File: config.mk
export PLATFORM = sky130hd
export DESIGN_NAME = hs32_pipe_chain_flat
export DESIGN_NICKNAME = d
export VERILOG_FILES = /design/src/rtl/hs32_pipe_chain_if.sv /design/src/rtl/hs32_pipe_chain.sv /design/src/flat_wrapper.sv
export SDC_FILE = /design/constraint.sdc
export NUM_CORES = 1
export LEC_CHECK = 0
export ABC_AREA = 1
export CAP_MARGIN = 15
export CORE_ASPECT_RATIO = 0.6
export CORE_MARGIN = 2
export CORE_UTILIZATION = 47
export CTS_CLUSTER_DIAMETER = 200
export DETAILED_ROUTE_END_ITERATION = 10
export GPL_ROUTABILITY_DRIVEN = 0
export PLACE_DENSITY = 0.8
export SLEW_MARGIN = 25
export SYNTH_ARGS = -nofsm -noshare
export SYNTH_HDL_FRONTEND = slang
export SYNTH_SLANG_ARGS = --single-unit
File: constraint.sdc
create_clock -name clk -period 7 [get_ports clk]
set_clock_uncertainty 0.2 [all_clocks]
set_input_delay 1.4 -clock clk [delete_from_list [all_inputs] [get_ports clk]]
set_output_delay 1.4 -clock clk [all_outputs]
set_load 0.05 [all_outputs]
File: src/rtl/hs32_pipe_chain_if.sv
// Handshake and stage-tap bundle for hs32_pipe_chain.
// The master side is the pipeline's environment; the slave side is the chain itself.
interface hs32_pipe_chain_if #(
   parameter int unsigned WIDTH  = 32,
   parameter int unsigned STAGES = 4
) ();
   localparam int unsigned CW = $clog2(2 * STAGES + 1);

   logic                        in_valid;
   logic                        in_ready;
   logic [WIDTH-1:0]            in_data;
   logic [STAGES-1:0]           stg_vld;
   logic [STAGES*WIDTH-1:0]     stg_data;
   logic [(STAGES-1)*WIDTH-1:0] xf_data;
   logic [STAGES-1:0]           stall;
   logic                        flush;
   logic [STAGES-1:0]           flush_mask;
   logic                        out_valid;
   logic                        out_ready;
   logic [WIDTH-1:0]            out_data;
   logic [CW-1:0]               count;

   modport master (
      output in_valid, in_data, xf_data, stall, flush, flush_mask, out_ready,
      input  in_ready, stg_vld, stg_data, out_valid, out_data, count
   );

   modport slave (
      input  in_valid, in_data, xf_data, stall, flush, flush_mask, out_ready,
      output in_ready, stg_vld, stg_data, out_valid, out_data, count
   );
endinterface

File: src/rtl/hs32_pipe_chain.sv
// Elastic valid/ready pipeline backbone: STAGES registered stages with optional skid slot,
// per-stage hazard stall, masked flush and live-entry count.
module hs32_pipe_chain #(
   parameter int unsigned WIDTH  = 32,
   parameter int unsigned STAGES = 4,
   parameter int unsigned SKID   = 1
) (
   input logic              clk,
   input logic              reset,
   hs32_pipe_chain_if.slave bus
);
   localparam int unsigned CW = $clog2(2 * STAGES + 1);

   logic [STAGES-1:0]            v_q, v_d, sv_q, sv_d;
   logic [STAGES-1:0][WIDTH-1:0] d_q, d_d, sd_q, sd_d;
   logic [STAGES-1:0][WIDTH-1:0] in_d;
   logic [STAGES-1:0]            ov, adv, acc, kill;
   logic [STAGES:0]              rdy;
   logic [CW-1:0]                count_q, count_d;

   // Ready is resolved from the output back to stage 0 so the SKID=0 chain stays combinational.
   always_comb begin
      ov           = v_q & ~bus.stall;
      kill         = bus.flush_mask & {STAGES{bus.flush}};
      adv          = '0;
      rdy          = '0;
      rdy[STAGES]  = bus.out_ready;
      for (int k = STAGES - 1; k >= 0; k--) begin
         adv[k] = ov[k] & rdy[k+1];
         if (SKID != 0) begin
            rdy[k] = ~sv_q[k];
         end else begin
            rdy[k] = ~v_q[k] | adv[k];
         end
      end
   end

   always_comb begin
      in_d    = '0;
      acc     = '0;
      in_d[0] = bus.in_data;
      acc[0]  = bus.in_valid & rdy[0];
      for (int k = 1; k < STAGES; k++) begin
         in_d[k] = bus.xf_data[(k-1)*WIDTH +: WIDTH];
         acc[k]  = ov[k-1] & rdy[k];
      end
   end

   always_comb begin
      v_d  = v_q;
      sv_d = sv_q;
      d_d  = d_q;
      sd_d = sd_q;
      for (int k = 0; k < STAGES; k++) begin
         if (SKID != 0) begin
            if (adv[k]) begin
               // Skid holds the older item, so it refills main before any new arrival.
               if (sv_q[k]) begin
                  v_d[k]  = 1'b1;
                  d_d[k]  = sd_q[k];
                  sv_d[k] = 1'b0;
               end else begin
                  v_d[k] = acc[k];
                  d_d[k] = in_d[k];
               end
            end else if (acc[k]) begin
               if (v_q[k]) begin
                  sv_d[k] = 1'b1;
                  sd_d[k] = in_d[k];
               end else begin
                  v_d[k] = 1'b1;
                  d_d[k] = in_d[k];
               end
            end
         end else begin
            sv_d[k] = 1'b0;
            if (acc[k]) begin
               v_d[k] = 1'b1;
               d_d[k] = in_d[k];
            end else if (adv[k]) begin
               v_d[k] = 1'b0;
            end
         end
         if (kill[k]) begin
            v_d[k]  = 1'b0;
            sv_d[k] = 1'b0;
         end
      end
   end

   always_comb begin
      count_d = '0;
      for (int k = 0; k < STAGES; k++) begin
         count_d = count_d + CW'(v_d[k]) + CW'(sv_d[k]);
      end
   end

   always_ff @(posedge clk) begin
      if (reset) begin
         v_q     <= '0;
         sv_q    <= '0;
         count_q <= '0;
      end else begin
         v_q     <= v_d;
         sv_q    <= sv_d;
         count_q <= count_d;
      end
   end

   always_ff @(posedge clk) begin
      d_q  <= d_d;
      sd_q <= sd_d;
   end

   assign bus.in_ready  = rdy[0];
   assign bus.stg_vld   = v_q;
   assign bus.stg_data  = d_q;
   assign bus.out_valid = ov[STAGES-1];
   assign bus.out_data  = d_q[STAGES-1];
   assign bus.count     = count_q;
endmodule
File: src/flat_wrapper.sv
// flat-port wrapper written by rule: the top's interface ports become plain ports
module hs32_pipe_chain_flat 
#(
   parameter int unsigned WIDTH  = 32,
   parameter int unsigned STAGES = 4,
   parameter int unsigned SKID   = 1
)
  (clk, reset, bus_in_valid, bus_in_data, bus_xf_data, bus_stall, bus_flush, bus_flush_mask, bus_out_ready, bus_in_ready, bus_stg_vld, bus_stg_data, bus_out_valid, bus_out_data, bus_count);
  hs32_pipe_chain_if #(.WIDTH(WIDTH), .STAGES(STAGES)) bus_i ();
  input logic clk;
  input logic reset;
  input wire logic [$bits(bus_i.in_valid)-1:0] bus_in_valid;
  input wire logic [$bits(bus_i.in_data)-1:0] bus_in_data;
  input wire logic [$bits(bus_i.xf_data)-1:0] bus_xf_data;
  input wire logic [$bits(bus_i.stall)-1:0] bus_stall;
  input wire logic [$bits(bus_i.flush)-1:0] bus_flush;
  input wire logic [$bits(bus_i.flush_mask)-1:0] bus_flush_mask;
  input wire logic [$bits(bus_i.out_ready)-1:0] bus_out_ready;
  output wire logic [$bits(bus_i.in_ready)-1:0] bus_in_ready;
  output wire logic [$bits(bus_i.stg_vld)-1:0] bus_stg_vld;
  output wire logic [$bits(bus_i.stg_data)-1:0] bus_stg_data;
  output wire logic [$bits(bus_i.out_valid)-1:0] bus_out_valid;
  output wire logic [$bits(bus_i.out_data)-1:0] bus_out_data;
  output wire logic [$bits(bus_i.count)-1:0] bus_count;
  assign bus_i.in_valid = bus_in_valid;
  assign bus_i.in_data = bus_in_data;
  assign bus_i.xf_data = bus_xf_data;
  assign bus_i.stall = bus_stall;
  assign bus_i.flush = bus_flush;
  assign bus_i.flush_mask = bus_flush_mask;
  assign bus_i.out_ready = bus_out_ready;
  assign bus_in_ready = bus_i.in_ready;
  assign bus_stg_vld = bus_i.stg_vld;
  assign bus_stg_data = bus_i.stg_data;
  assign bus_out_valid = bus_i.out_valid;
  assign bus_out_data = bus_i.out_data;
  assign bus_count = bus_i.count;
  hs32_pipe_chain #(.WIDTH(WIDTH), .STAGES(STAGES), .SKID(SKID)) u_core (.clk(clk), .reset(reset), .bus(bus_i));
endmodule
==> impl_metrics.tcl, run 1 <==
set metrics [dict create \
    grt_pass1_vias 6694 \
    hold_violations 0 \
    clk_pin_slew_ns 0.06 \
    final_common_cell "nand2_1" \
    fp.dieH_um 119 \
    fin_crit_sh_pct 66.9 \
    crit_type "primary input to register" \
    drt_iter0_drc 424 \
    nets 1235 \
    internal_power_mw 2.81 \
    cts_resized 0 \
    syn_area_mm2 0.0103 \
    cts_buffers 24 \
    start_util_pct 48.5 \
    clock_latency_ns 0.51 \
    setup_ws_ns 2.32 \
    relSlewSlack_pct 36.6 \
    drive_above_1_share_pct 6.17 \
    ios 311 \
    drc 0 \
    clk_path_buf_depth 3 \
    yosysWarnings 0 \
    powerDensity_mw_per_mm2 247 \
    status "completed" \
    multi_input_area_mm2 0.00195 \
    max_cap_violations 0 \
    pwr-share-seq_pct 50.7 \
    whs_ns 0.307 \
    postSynthAreaPerCell_um2 12.9 \
    peakVddDrop_v 0.000232 \
    ys_ff_latch 268 \
    cp.arrival_ns 4.91 \
    grt_antenna_before_repair 3 \
    coreArea_mm2 0.0213 \
    ant_nets 0 \
    cts_htree_levels 1 \
    switching_share_pct 21.2 \
    vias 6728 \
    wl_per_cell_um 17.4 \
    pwr-share-clk_pct 40.0 \
    final_max_slew_viol_count 0 \
    switchingPower_uw 754 \
    grt_overflow 0 \
    combPwrFrac_pct 9.3 \
    wl_mm 24.1 \
    cts_hold_buffers 0 \
    regArea_mm2 0.00793 \
    grt_usage_pct 20.4 \
    hold_class "register to register" \
    utilization_pct 67.7 \
    ys_seq_area_share_pct 76.8 \
    clockRootBuffer "clkbuf_16" \
    worstMarginPinSlew_ns 0.949 \
    cts_tree "yes" \
    p_leak_nw 5.55 \
    layout_min_cycle_time_ns 4.68 \
    dieWidth_um 195 \
    cp_max_fo 13 \
    dp_hpwl_mm 16.6 \
    rsz0062_at_grt "no" \
    grt_max_degree 35 \
    end_kind "register" \
    final_cell_mix "nand2_1 (387), clkdlybuf4s50_1 (310), edfxtp_1 (256), clkbuf_16 (25), inv_1 (21)" \
    port_buffers 310 \
    vias_per_cell 4.86 \
    rows 41 \
    post-cts-setup-buffer-count 0 \
    cp-start-kind "primary input" \
    required_ns 7.23 \
    cts_sinks 268 \
    finalSetupViolations 0 \
    setup_tns_ns 0 \
    fmax_mhz 214 \
    area_growth_pct 39.6 \
    place_ws_ns 1.80 \
    grt_pass1_wl_mm 36.7 \
    drt_pass1_iterations 5 \
    dieArea_mm2 0.0232 \
    synth_nets 949 \
    ys_types 23 \
    fillers 1531 \
    synth_cells 801 \
]
[state kept, by name, summed over array words and instances (netlist names)]
name and count:
u_core.bus.count 4, u_core.bus.out_data 32, u_core.bus.stg_vld 4, u_core.sd_q 128, u_core.bus.stg_data 96, u_core.sv_q 4
[final cells by class]
| class | instances | area share (%) |
|---|---|---|
| sequential | 268 | 55.0 |
| timing repair buffer | 317 | 22.4 |
| inverter | 26 | 0.677 |
| tap | 279 | 2.42 |
| clock inverter | 12 | 1.46 |
| clock buffer | 30 | 4.47 |
| antenna | 1 | 0.0174 |
| multi-input combinational | 450 | 13.6 |
[metrics by stage]
stage	cells	instance area (µm²)	total power, mW
6_report	1383	14400	3.56
5_1_grt	1382	14400	3.68
4_1_cts	1379	14300	3.60
3_5_place_dp	1337	13500	2.17
3_3_place_gp	1336	13500	2.16
2_1_floorplan	801	10300	2.00
[cell families after synthesis]
logic type,count (synthesis),share of synthesized area [%]
and+or+nand+nor,431,16.6
DFF,268,76.8
buffers and inverters,83,4.86
AOI/OAI and AO/OA,11,0.533
adders and majority gates,7,1.14
xor gates and xnor gates,1,0.0849
[power by group through the flow]
stage	combinational (mW)	clock (mW)	sequential, mW
after global routing	0.352	1.52	1.81
final	0.331	1.43	1.81
after floorplan	0.0617	0	1.94
after detailed placement	0.328	0	1.84
after global placement	0.318	0	1.84
after CTS	0.330	1.46	1.81
[layer usage]
metal | vias up | global-route usage [%] | part of all wire [%]
li1 | 3238 | - | -
met1 | 3129 | 26.4 | 40
met2 | 315 | 33.7 | 48
met3 | 42 | 6.45 | 10
met4 | 4 | 5.01 | 2.2
met5 | - | 0 | 0.11
[cell usage after synthesis]
cell type / number / share of area [%]
clkbuf_1: 5 / 0.18
nand4_2: 3 / 0.36
inv_2: 5 / 0.18
fa_1: 4 / 0.78
nor3b_1: 1 / 0.073
xor2_1: 1 / 0.085
edfxtp_1: 256 / 74
buf_6: 6 / 0.65
dfxtp_1: 12 / 2.3
nand2_1: 387 / 14
nand2_2: 10 / 0.61
o21ai_1: 1 / 0.048
nand4_1: 1 / 0.061
a21oi_1: 1 / 0.048
nand4_4: 1 / 0.21
o21ai_0: 9 / 0.44
inv_1: 21 / 0.76
buf_4: 35 / 2.5
nand3_1: 11 / 0.53
buf_2: 11 / 0.53
nor2_1: 16 / 0.58
nor3_1: 1 / 0.048
ha_1: 3 / 0.36
[worst paths after layout]
check / startpoint / endpoint / slack (ns) / depth (start not counted)
setup / recovery: bus_stall[0] / u_core.bus.count[1] / 2.32 / 14
hold / removal: u_core.sd_q[96] / u_core.bus.out_data[0] / 0.31 / 2
setup reg to reg: u_core.bus.stg_vld[0] / u_core.bus.count[1] / 3.19 / 12
hold reg to reg: u_core.sd_q[96] / u_core.bus.out_data[0] / 0.31 / 2
[worst max-delay path, stage by stage]
cell,delay [ns]
clkdlybuf4s50_1,0.41
inv_1,0.11
nand3_1,0.28
o21ai_4,0.33
nor2_1,0.09
ha_1,0.29
inv_1,0.04
fa_1,0.47
inv_1,0.05
fa_1,0.46
fa_1,0.40
inv_1,0.09
fa_1,0.38
nor2_1,0.10
Power figures use the tool's default switching activity.
==> run 2: changes to the inputs <==
==> constraint.sdc (replaced) <==
create_clock -name clk -period 4.4 [get_ports clk]
set_clock_uncertainty 0.2 [all_clocks]
set_input_delay 0.88 -clock clk [delete_from_list [all_inputs] [get_ports clk]]
set_output_delay 0.88 -clock clk [all_outputs]
set_load 0.05 [all_outputs]
==> run 2 against run 1 <==
Net effect: via count is 0.25% higher; sequential power rose by 59%; largest power group unchanged; sequential share of layout area is 0.15 points higher; combinational power grew 57%; die area stayed put; design area shrank 0.28%; cell count rose by 0.80%; largest cell class unchanged; register-to-register slack worse by 2.2 ns; critical path depth grew 1.
==> impl_metrics.tcl, run 2 (synthesis gave the netlist of run 1 again) <==
set metrics [dict create \
    peakVddDrop_v 0.000246 \
    crit_chain "clkdlybuf4s50_1 -> o21ai_0 -> nand3_1 -> nand2_1 -> inv_1 -> ha_1 -> inv_1 -> fa_1 -> inv_1 -> fa_1 -> fa_1 -> inv_1 -> fa_1 -> xor2_1 -> nor2_1" \
    drc 0 \
    grt_usage_pct 20.8 \
    slowest_delay_ns 0.49 \
    status "completed" \
    setup_tns_ns 0 \
    cts_sinks 268 \
    required_ns 4.57 \
    utilization_pct 67.5 \
    cp_max_fo 2 \
    layout_min_cycle_time_ns 3.79 \
    rsz0062_at_grt "no" \
    drt_iter0_drc 497 \
    combPwrFrac_pct 9.3 \
    top_register "u_core.sd_q" \
    final_common_cell "nand2_1" \
    post-cts-setup-buffer-count 0 \
    worstMarginPinSlew_ns 0.982 \
    rows 41 \
    wl_mm 24.6 \
    hold_violations 0 \
    vias 6745 \
    cp-start-kind "primary input" \
    critPathBufInv 5 \
    grt_pass1_vias 6736 \
    grt_overflow 0 \
    cts_buffers 25 \
    relSlewSlack_pct 34.4 \
    cts_htree_levels 1 \
    grt_antenna_before_repair 2 \
    clk_pin_slew_ns 0.06 \
    fin_crit_sh_pct 86.2 \
    coreArea_mm2 0.0213 \
    final_max_slew_viol_count 0 \
    p_leak_nw 5.56 \
    grt_max_degree 34 \
    drt_pass1_iterations 5 \
    drive_above_1_share_pct 7.35 \
    multi_input_area_mm2 0.00195 \
    cpMaxStageDelayCell "fa_1" \
    whs_ns 0.310 \
    regArea_mm2 0.00793 \
    grt_pass1_wl_mm 37.2 \
    hold_class "register to register" \
    end_kind "register" \
    dieArea_mm2 0.0232 \
    dieWidth_um 195 \
    fmax_mhz 264 \
    cts_hold_buffers 0 \
    finalSetupViolations 0 \
    clk_path_buf_depth 3 \
    pwr-share-clk_pct 38.9 \
    cp.arrival_ns 3.96 \
    max_cap_violations 0 \
    powerDensity_mw_per_mm2 387 \
    cts_resized 0 \
    pwr-share-seq_pct 51.7 \
    internal_power_mw 4.35 \
    path_delay_family "adder cells" \
    switching_share_pct 21.8 \
    nets 1245 \
    dp_hpwl_mm 17.2 \
    cts_tree "yes" \
    largest_reg_flops 128 \
    crit_type "primary input to register" \
    ios 311 \
    area_growth_pct 39.3 \
    start_util_pct 48.5 \
    final_cell_mix "nand2_1 (387), clkdlybuf4s50_1 (310), edfxtp_1 (256), clkbuf_16 (25), inv_1 (21)" \
    clock_latency_ns 0.50 \
    fp.dieH_um 119 \
    clockRootBuffer "clkbuf_16" \
    insertedDiodeCount 0 \
    wl_per_cell_um 17.6 \
    switchingPower_mw 1.21 \
    fillers 1512 \
    vias_per_cell 4.84 \
    ant_nets 0 \
    port_buffers 310 \
]
[run 2: cell types whose count changed in the layout (fill, tap and decap cells not counted)]
cell        change
bufinv_16       -2
diode_2         -1
clkinv_2        +6
buf_16          -3
buf_4          +13
o21ai_4         -1
clkinvlp_4      +1
buf_8           -1
clkinv_1        +2
o21ai_2         +1
clkbuf_1        -4
[run 2: worst reg2reg max path, cell delays in order (launching register included)]
cell and delay (ns):
dfxtp_1 0.37, inv_1 0.07, nand2_1 0.18, nand3_1 0.11, nand2_1 0.10, inv_1 0.05, ha_1 0.27, inv_1 0.05
fa_1 0.47, inv_1 0.05, fa_1 0.49, fa_1 0.18, inv_1 0.06, fa_1 0.43, xor2_1 0.14, nor2_1 0.05
[run 2: path summary, 6_finish.rpt]
kind | startpoint | endpoint | cells past startpoint | slack [ns]
worst max register to register | u_core.sv_q[0] | u_core.bus.count[2] | 15 | 1.01
worst max-delay path | bus_stall[0] | u_core.bus.count[2] | 15 | 0.61
worst min register to register | u_core.sd_q[78] | u_core.bus.stg_data[78] | 2 | 0.31
worst min-delay path | u_core.sd_q[78] | u_core.bus.stg_data[78] | 2 | 0.31
[run 2: area by class of cell]
class / instances / area share [%]
tap: 279 / 2.43
clock inverter: 19 / 1.36
sequential: 268 / 55.2
inverter: 26 / 0.679
timing repair buffer: 326 / 22.4
multi-input combinational: 450 / 13.5
clock buffer: 26 / 4.38
[run 2: power groups by stage]
stage,Combinational [mW],Clock [mW],Sequential [mW]
detailed placement,0.521,0,2.93
finish,0.520,2.17,2.88
CTS,0.522,2.21,2.88
floorplan,0.0995,0,3.08
global placement,0.508,0,2.93
global route,0.552,2.32,2.88
[run 2: routing by layer]
layer  global-route usage [%]  routed length [µm]  vias up
li1                         -                   -     3248
met1                     27.2               10000     3166
met2                     35.2               11900      300
met3                     5.91                2230       29
met4                     3.53                 338        2
met5                        0                  20        -
[run 2: per-stage QoR]
stage	setup slack (ns)	total power [mW]	area, µm²	instances
detailed placement	0.0695	3.45	13500	1349
CTS	0.600	5.61	14400	1394
global placement	0.151	3.44	13500	1349
floorplan	0.206	3.18	10300	801
global route	0.415	5.75	14400	1394
finish	0.607	5.57	14400	1394
==> run 3: changes to the inputs <==
--- a/config.mk
+++ b/config.mk
@@ -10,7 +10,7 @@
 export CORE_ASPECT_RATIO = 0.6
 export CORE_MARGIN = 2
 export CORE_UTILIZATION = 47
-export CTS_CLUSTER_DIAMETER = 200
+export CTS_CLUSTER_DIAMETER = 150
 export DETAILED_ROUTE_END_ITERATION = 10
 export GPL_ROUTABILITY_DRIVEN = 0
 export PLACE_DENSITY = 0.8
==> results of run 3 <==
No change in the layout: final DEF, timing and power equal those of run 2.
